`src/rtl/gs_pipe_ctrl.sv`:
```
// Hazard controller for the GoldenSnitch 5-stage core: load-use bubbles, redirect
// flushes and LSU wait stalls, plus a saturating stall counter and sticky timeout.
//
// state    | meaning
// ---------+-----------------------------------------------------------
// RUN      | no sequence in progress; new hazards detected here
// LU_STALL | inserting the remaining load-use bubbles
// FLUSH    | squashing wrong-path fetches after a redirect
// MEM_WAIT | holding IF/ID/EX until the LSU completes the access
module gs_pipe_ctrl #(
    parameter int LU_BUBBLES   = 1,
    parameter int FLUSH_CYCLES = 1,
    parameter int MEM_TIMEOUT  = 256,
    parameter int CNT_W        = 16
) (
    input  logic             clk,
    input  logic             rst,
    input  logic             id_valid_i,
    input  logic [4:0]       id_rs1_addr_i,
    input  logic [4:0]       id_rs2_addr_i,
    input  logic             id_uses_rs1_i,
    input  logic             id_uses_rs2_i,
    input  logic             ex_valid_i,
    input  logic             ex_MemRead_i,
    input  logic             ex_RegWrite_i,
    input  logic [4:0]       ex_rd_addr_i,
    input  logic [1:0]       ex_PCSrc_i,
    input  logic             ex_br_taken_i,
    input  logic             lsu_req_i,
    input  logic             lsu_ready_i,
    input  logic             cnt_clr_i,
    output logic             halt_if_o,
    output logic             halt_id_o,
    output logic             halt_ex_o,
    output logic             flush_id_o,
    output logic             flush_ex_o,
    output logic             pc_redirect_o,
    output logic [1:0]       state_o,
    output logic [CNT_W-1:0] stall_cnt_o,
    output logic             mem_timeout_o
);
    typedef enum logic [1:0] {
        RUN      = 2'd0,
        LU_STALL = 2'd1,
        FLUSH    = 2'd2,
        MEM_WAIT = 2'd3
    } state_t;

    localparam int WW = $clog2(MEM_TIMEOUT + 1);

    state_t           state_q, state_d;
    logic [2:0]       rem_q, rem_d;
    logic [WW-1:0]    wait_q, wait_d;
    logic             timeout_q, timeout_d;
    logic [CNT_W-1:0] cnt_q;
    logic             mw, rd, lu;
    logic             h_if, h_id, h_ex, f_id, f_ex, redir;

    assign mw = ex_valid_i & lsu_req_i & ~lsu_ready_i;
    assign rd = ex_valid_i & ((ex_PCSrc_i == 2'b10) | ((ex_PCSrc_i == 2'b01) & ex_br_taken_i));
    assign lu = ex_valid_i & ex_MemRead_i & ex_RegWrite_i & (ex_rd_addr_i != 5'd0) & id_valid_i &
                ((id_uses_rs1_i & (id_rs1_addr_i == ex_rd_addr_i)) |
                 (id_uses_rs2_i & (id_rs2_addr_i == ex_rd_addr_i)));

    always_comb begin
        state_d   = state_q;
        rem_d     = rem_q;
        wait_d    = wait_q;
        timeout_d = timeout_q;
        h_if = 1'b0; h_id = 1'b0; h_ex = 1'b0;
        f_id = 1'b0; f_ex = 1'b0; redir = 1'b0;
        case (state_q)
            RUN: begin
                if (mw) begin
                    h_if = 1'b1; h_id = 1'b1; h_ex = 1'b1;
                    state_d = MEM_WAIT;
                    wait_d  = WW'(1);
                end else if (rd) begin
                    redir = 1'b1; f_id = 1'b1; f_ex = 1'b1;
                    if (FLUSH_CYCLES != 0) begin
                        state_d = FLUSH;
                        rem_d   = 3'(FLUSH_CYCLES);
                    end
                end else if (lu) begin
                    h_if = 1'b1; h_id = 1'b1; f_ex = 1'b1;
                    if (LU_BUBBLES > 1) begin
                        state_d = LU_STALL;
                        rem_d   = 3'(LU_BUBBLES - 1);
                    end
                end
            end
            LU_STALL: begin
                h_if = 1'b1; h_id = 1'b1; f_ex = 1'b1;
                if (rem_q <= 3'd1) state_d = RUN;
                else               rem_d   = rem_q - 3'd1;
            end
            FLUSH: begin
                f_id = 1'b1; f_ex = 1'b1;
                if (rem_q <= 3'd1) state_d = RUN;
                else               rem_d   = rem_q - 3'd1;
            end
            MEM_WAIT: begin
                if (lsu_ready_i) begin
                    state_d = RUN;
                end else begin
                    h_if = 1'b1; h_id = 1'b1; h_ex = 1'b1;
                    if (wait_q < WW'(MEM_TIMEOUT)) wait_d = wait_q + WW'(1);
                    // this cycle is stall number wait_q+1 counting the RUN detect cycle
                    if (wait_q >= WW'(MEM_TIMEOUT - 1)) timeout_d = 1'b1;
                end
            end
            default: state_d = RUN;
        endcase
    end

    always_ff @(posedge clk) begin
        if (rst) begin
            state_q   <= RUN;
            rem_q     <= '0;
            wait_q    <= '0;
            timeout_q <= 1'b0;
            cnt_q     <= '0;
        end else begin
            state_q   <= state_d;
            rem_q     <= rem_d;
            wait_q    <= wait_d;
            timeout_q <= timeout_d;
            if (cnt_clr_i)                       cnt_q <= '0;
            else if (h_if && (cnt_q != '1))      cnt_q <= cnt_q + CNT_W'(1);
        end
    end

    assign halt_if_o     = ~rst & h_if;
    assign halt_id_o     = ~rst & h_id;
    assign halt_ex_o     = ~rst & h_ex;
    assign flush_id_o    = ~rst & f_id;
    assign flush_ex_o    = ~rst & f_ex;
    assign pc_redirect_o = ~rst & redir;
    assign state_o       = rst ? 2'd0 : state_q;
    assign stall_cnt_o   = rst ? '0 : cnt_q;
    assign mem_timeout_o = ~rst & timeout_q;
endmodule

```
`config.mk`:
```
export PLATFORM = sky130hd
export DESIGN_NAME = gs_pipe_ctrl
export DESIGN_NICKNAME = d
export VERILOG_FILES = /design/src/rtl/gs_pipe_ctrl.sv
export SDC_FILE = /design/constraint.sdc
export NUM_CORES = 1
export LEC_CHECK = 0
export CORE_UTILIZATION = 35
export CTS_CLUSTER_DIAMETER = 80
export CTS_CLUSTER_SIZE = 14
export DETAILED_ROUTE_END_ITERATION = 10
export SLEW_MARGIN = 40
export SYNTH_ARGS = -nofsm -noshare
export SYNTH_HDL_FRONTEND = slang
export SYNTH_SLANG_ARGS = --single-unit
```
`constraint.sdc`:
```
create_clock -name clk -period 2.9 [get_ports clk]
set_input_delay 0.725 -clock clk [delete_from_list [all_inputs] [get_ports clk]]
set_output_delay 0.725 -clock clk [all_outputs]
set_load 0.02 [all_outputs]
```
==> impl_metrics.py, run 1 <==
metrics = {
    "global_routing": {
        "grt_max_degree": 22,
        "grt_pass1_wl_um": 8760,
        "grt_use_total": 0.179,
        "grt.overflow.total": 0,
        "antenna_found_initial": 0,
        "grt_pass1_vias": 1905,
    },
    "sta": {
        "finalHoldViolations": 0,
        "worst-slew-pin-transition_ps": 554,
        "slew_headroom": 0.629,
        "hold_ws_ps": 470,
        "clock_skew_ps": 7.76,
        "post-route-period-util": 0.981,
        "min_period_ps": 2840,
        "drv_slew": 0,
        "fmax_ghz": 0.352,
        "setup_viol": 0,
        "setup-tns-final_ps": 0,
    },
    "worst_setup_path": {
        "r2r_end": "cnt_q[11]$_SDFFE_PP0P_",
        "ff2ff_path_depth": 14,
        "crit_arrival_ps": 2120,
        "r2r_slack_ps": 560,
        "path_class": "in2out",
        "r2r-start": "state_q[0]$_SDFFE_PP0P_",
        "crit_fanout": 3,
        "endpoint_kind": "primary output",
        "cp.required_ps": 2170,
        "worst_setup_path_start_kind": "input pin",
    },
    "synthesis": {
        "synth_top_area_cell": "dfxtp_1",
        "yosys.area.top_type_share": 0.302,
        "seq_area_frac_synth": 0.302,
        "synth_top_flop_cell": "dfxtp_1",
        "synth_cell_types": 44,
        "ys_async_sr_fraction": 0,
        "synth_area_leaders": "dfxtp_1 30%, ha_1 6.1%, nor2_1 6.0%",
        "syn_nets": 301,
        "synth_edf_count": 0,
        "synth-seq-cells": 31,
        "synth_cells": 262,
        "syn_area_um2": 2050,
        "synth_most_common_cell": "nor2_1",
        "synthTopCellsByCount": "33 x nor2_1, 31 x dfxtp_1, 22 x a21oi_1",
        "syn_area_per_cell_um2": 7.84,
        "yosys_warnings": 0,
    },
    "placement": {
        "dp_hpwl_um": 3840,
        "placed_cells": 397,
        "gp_congestion": 0.823,
        "io_buffers": 53,
    },
    "clock_network": {
        "cts_tree": "yes",
        "cts_buffers": 5,
        "clkTransAtPathRegs_ps": 60,
        "cts_hold_buffers": 0,
        "cts-root-buf": "clkbuf_8",
        "clk_latency_ps": 280,
        "clk_path_buf_depth": 2,
        "clock_sinks": 31,
        "htree_levels": 2,
    },
    "die": {
        "dieArea_um2": 6180,
        "chipHeight_um": 78.6,
        "start_util": 0.368,
        "rows": 27,
        "core_area_um2": 5570,
        "ioPinCount": 54,
        "die_w_um": 78.6,
    },
    "detailed_routing": {
        "ant_nets": 0,
        "vias": 2102,
        "routedWlPerCell_um": 12.6,
        "viasPerCell": 5.11,
        "drc": 0,
        "drtIter0Drc": 82,
        "drt-total-wl_um": 5200,
        "first_pass_iters": 4,
    },
    "power_and_ir_drop": {
        "p_leak_nw": 1.26,
        "power_density_nw_per_um2": 376,
        "power_mw": 1.11,
        "ir_worst_vdd_mv": 0.237,
    },
    "min_path": {
        "min_path_type": "reg2reg",
        "hp-start": "timeout_q$_SDFFE_PP0P_",
        "worstHoldPathCells": 2,
        "min_to": "timeout_q$_SDFFE_PP0P_",
    },
    "layout": {
        "fill_cells": 558,
        "fin_util": 0.528,
        "seq_area_um2": 621,
        "area_delta_synth_final_pct": 43.3,
        "multi_input_area_um2": 1360,
        "nNetsFinal": 377,
        "layout-drive-gt1-share": 0.168,
        "n_antenna_cell": 0,
        "final_cells": 411,
    },
    "run_status": {
        "status": "complete, no violations",
    },
    "job": {
        "maxCapViolations": 0,
    },
}
## power breakdown
part	leakage (nW)	switching [mW]	internal, mW
logic	0.955	0.143	0.126
clock network	0.0515	0.169	0.217
registers	0.251	0.0132	0.438
total	1.26	0.326	0.781
## layout by cell type (no fill, tap or decap), drive strengths merged, types with 11 or more instances in the layout
cell and n:
nand3 14, a21oi 22, inv 13, nor2 33
dlygate4sd2 23, clkbuf 11, dfxtp 31, nor2b 16
buf 35, xor2 14
## logic make-up after synthesis
group	Yosys count	synth area share
muxes	3	0.0146
AOI/OAI and AO/OA	61	0.198
adders and majority gates	10	0.0609
DFF	31	0.302
and+or+nand+nor	115	0.302
buffers and inverters	26	0.0536
xor gates and xnor gates	16	0.0683
## worst max-delay path, cell delays in order
cell and delay, ps:
clkdlybuf4s15_1 180, xor2_1 170, nor4_2 320, a32oi_2 120, o21a_1 240, nor3_4 220, buf_6 150
## repair_timing
item / 4_1_cts / 5_1_grt
buffers inserted: 7 / 0
pin swaps: 12 / 14
gates resized for setup: 69 / 17
setup endpoints to repair: 22 / 9
## metrics by stage
stage	cell area [µm²]	setup slack (ps)
floorplan	2070	-36.1
global placement	2810	-690
detailed placement	2810	-710
CTS	2930	2.99
global route	2940	-2.64
finish	2940	55.9
## how the worst max path moves through the flow
stage	startpoint	endpoint	slack [ps]
floorplan	ex_rd_addr_i[3]	halt_if_o	-40
global placement	ex_rd_addr_i[3]	halt_id_o	-690
detailed placement	ex_rd_addr_i[3]	halt_id_o	-710
CTS	id_rs2_addr_i[2]	halt_id_o	3
global route	id_rs1_addr_i[0]	flush_ex_o	-3
finish	id_rs2_addr_i[4]	halt_id_o	60
## per-layer routing
| layer | global-route usage | vias up | part of all wire |
|---|---|---|---|
| li1 | - | 1098 | - |
| met1 | 0.217 | 950 | 0.47 |
| met2 | 0.303 | 44 | 0.48 |
| met3 | 0.0395 | 10 | 0.034 |
| met4 | 0.0685 | 0 | 0.013 |
| met5 | 0 | - | 0 |
## cell type report
cell class              instances  area share
multi-input cells             205       0.463
repair buffers                 82       0.244
inverters                      13      0.0166
well taps                      72      0.0306
flip-flops and latches         31       0.211
clock buffers                   8      0.0340
## registers in the layout, summed over array words and instances (netlist names)
register and count:
cnt_q 16, state_q 2, timeout_q 1, rem_q 3
wait_q 9
Power figures use the tool's default switching activity.
==> run 2, diff against run 1 <==
--- a/config.mk
+++ b/config.mk
@@ -9,6 +9,7 @@
 export CTS_CLUSTER_DIAMETER = 80
 export CTS_CLUSTER_SIZE = 14
 export DETAILED_ROUTE_END_ITERATION = 10
+export MAX_ROUTING_LAYER = met4
 export SLEW_MARGIN = 40
 export SYNTH_ARGS = -nofsm -noshare
 export SYNTH_HDL_FRONTEND = slang
==> results of run 2 <==
No change in the layout: final DEF, timing and power equal those of run 1.
Main changes from that run: final weighted congestion in routability-driven placement 0.823 -> 0.835; overall routing resource usage 0.179 -> 0.184
==> run 3, diff against run 2 <==
==> constraint.sdc (replaced) <==
create_clock -name clk -period 2.9 [get_ports clk]
set_input_delay 0.58 -clock clk [delete_from_list [all_inputs] [get_ports clk]]
set_output_delay 0.58 -clock clk [all_outputs]
set_load 0.02 [all_outputs]
==> impl_metrics.py, run 3 (synthesis gave the netlist of run 1 again) <==
metrics = {
    "run_status": {
        "status": "complete, no violations",
    },
    "detailed_routing": {
        "vias": 2072,
        "drc": 0,
        "ant_nets": 0,
        "drt-total-wl_um": 5110,
        "drtIter0Drc": 101,
        "viasPerCell": 5.15,
        "first_pass_iters": 4,
        "routedWlPerCell_um": 12.7,
    },
    "sta": {
        "fmax_ghz": 0.359,
        "clock_skew_ps": 10.2,
        "setup_viol": 0,
        "setup-tns-final_ps": 0,
        "post-route-period-util": 0.960,
        "rsz0062_at_grt": "false",
        "drv_slew": 0,
        "finalHoldViolations": 0,
        "min_period_ps": 2780,
        "worst-slew-pin-transition_ps": 536,
        "slew_headroom": 0.641,
    },
    "placement": {
        "placed_cells": 392,
        "io_buffers": 53,
        "gp_congestion": 0.867,
        "dp_hpwl_um": 3770,
    },
    "layout": {
        "multi_input_area_um2": 1350,
        "final_common_cell": "clkdlybuf4s50_1",
        "final_cell_mix": "40 x clkdlybuf4s50_1, 33 x nor2_1, 31 x dfxtp_1, 22 x a21oi_1, 22 x buf_4",
        "largest_reg_flops": 16,
        "reg_top3": "cnt_q x16, wait_q x9, rem_q x3",
        "area_delta_synth_final_pct": 41.8,
        "fill_cells": 520,
        "final_cells": 402,
        "seq_area_um2": 621,
        "top_register": "cnt_q",
        "layout-drive-gt1-share": 0.121,
        "n_antenna_cell": 0,
        "nNetsFinal": 368,
    },
    "min_path": {
        "min_path_type": "reg2reg",
    },
    "die": {
        "ioPinCount": 54,
        "die_w_um": 78.6,
        "rows": 27,
        "dieArea_um2": 6180,
        "core_area_um2": 5570,
        "start_util": 0.368,
        "chipHeight_um": 78.6,
    },
    "power_and_ir_drop": {
        "power.switching_mw": 0.314,
        "p_sw_frac": 0.287,
        "p_leak_nw": 1.16,
        "internal_power_mw": 0.781,
        "power.clock.fraction": 0.345,
        "seq_power_share": 0.412,
        "ir_worst_vdd_mv": 0.240,
        "pwr-share-comb": 0.243,
        "power_density_nw_per_um2": 376,
    },
    "global_routing": {
        "antenna_found_initial": 0,
        "grt.overflow.total": 0,
        "grt_pass1_wl_um": 8400,
        "grt_use_total": 0.174,
        "grt_max_degree": 22,
        "grt_pass1_vias": 1800,
    },
    "worst_setup_path": {
        "path_class": "in2out",
        "endpoint_kind": "primary output",
        "worst_setup_path_start_kind": "input pin",
        "cp.required_ps": 2320,
        "critPathSlowestCell": "clkdlybuf4s50_1",
        "crit_path_max_incr_delay_ps": 430,
        "worstPathCellList": "clkdlybuf4s50_1 > xor2_1 > nor4_2 > a32oi_2 > o21a_1 > nor3_2 > buf_4",
        "crit_fanout": 3,
        "crit_arrival_ps": 2200,
    },
    "clock_network": {
        "cts-root-buf": "clkbuf_8",
        "cts_tree": "yes",
        "cts_buffers": 5,
        "clk_path_buf_depth": 2,
        "clock_sinks": 31,
        "cts_hold_buffers": 0,
        "htree_levels": 2,
        "clk_latency_ps": 280,
        "clkTransAtPathRegs_ps": 60,
    },
    "job": {
        "maxCapViolations": 0,
    },
}
==> run 3: stage by stage <==
| step | cell area, µm² | hold slack [ps] | setup WS [ps] | utilization | power (mW) |
|---|---|---|---|---|---|
| after global placement | 2770 | 451 | -368 | 0.496 | 0.724 |
| after floorplan | 2060 | 429 | 126 | - | 0.613 |
| after global routing | 2910 | 483 | 47.9 | 0.522 | 1.16 |
| after detailed placement | 2770 | 459 | -442 | 0.496 | 0.724 |
| after CTS | 2860 | 474 | 11.3 | 0.512 | 1.10 |
| final | 2910 | 469 | 116 | 0.522 | 1.10 |
==> run 3: power groups by stage <==
stage | clock [mW] | sequential (mW) | combinational (mW)
after floorplan | 0 | 0.458 | 0.155
after global placement | 0 | 0.461 | 0.263
after detailed placement | 0 | 0.461 | 0.264
after CTS | 0.391 | 0.451 | 0.261
after global routing | 0.405 | 0.454 | 0.297
final | 0.378 | 0.452 | 0.266
==> run 3: repair_timing <==
item	4_1_cts	5_1_grt
pin swaps	1	5
endpoints found under the setup margin	5	4
resized for setup	14	14
setup buffers	1	1
==> run 3: routing by layer <==
metal / routed length, µm / GRT usage / up-vias
met5: 0 / - / -
met4: 87 / 0.0556 / 0
met3: 155 / 0.0419 / 11
met2: 2420 / 0.276 / 43
met1: 2450 / 0.215 / 946
li1: - / - / 1072
==> run 3: final timing paths <==
kind,start,to,slack (ps),depth (start not counted)
max,id_rs2_addr_i[4],halt_if_o,120,7
max reg2reg,state_q[0]$_SDFFE_PP0P_,cnt_q[15]$_SDFFE_PP0P_,650,9
min reg2reg,timeout_q$_SDFFE_PP0P_,timeout_q$_SDFFE_PP0P_,470,2
min,timeout_q$_SDFFE_PP0P_,timeout_q$_SDFFE_PP0P_,470,2
==> run 3: cell type report <==
class | count | share of cell area
inverter | 13 | 0.0168
tap | 72 | 0.0309
sequential | 31 | 0.213
clock buffer | 8 | 0.0344
timing repair buffer | 73 | 0.242
multi-input combinational | 205 | 0.463
==> run 3: worst max-delay path, delay by kind of cell <==
family / cells / cell delay [ps]
buffers and inverters: 2 / 610
AND/OR/NAND/NOR: 2 / 530
AO/OA/AOI/OAI: 2 / 330
XOR/XNOR: 1 / 160
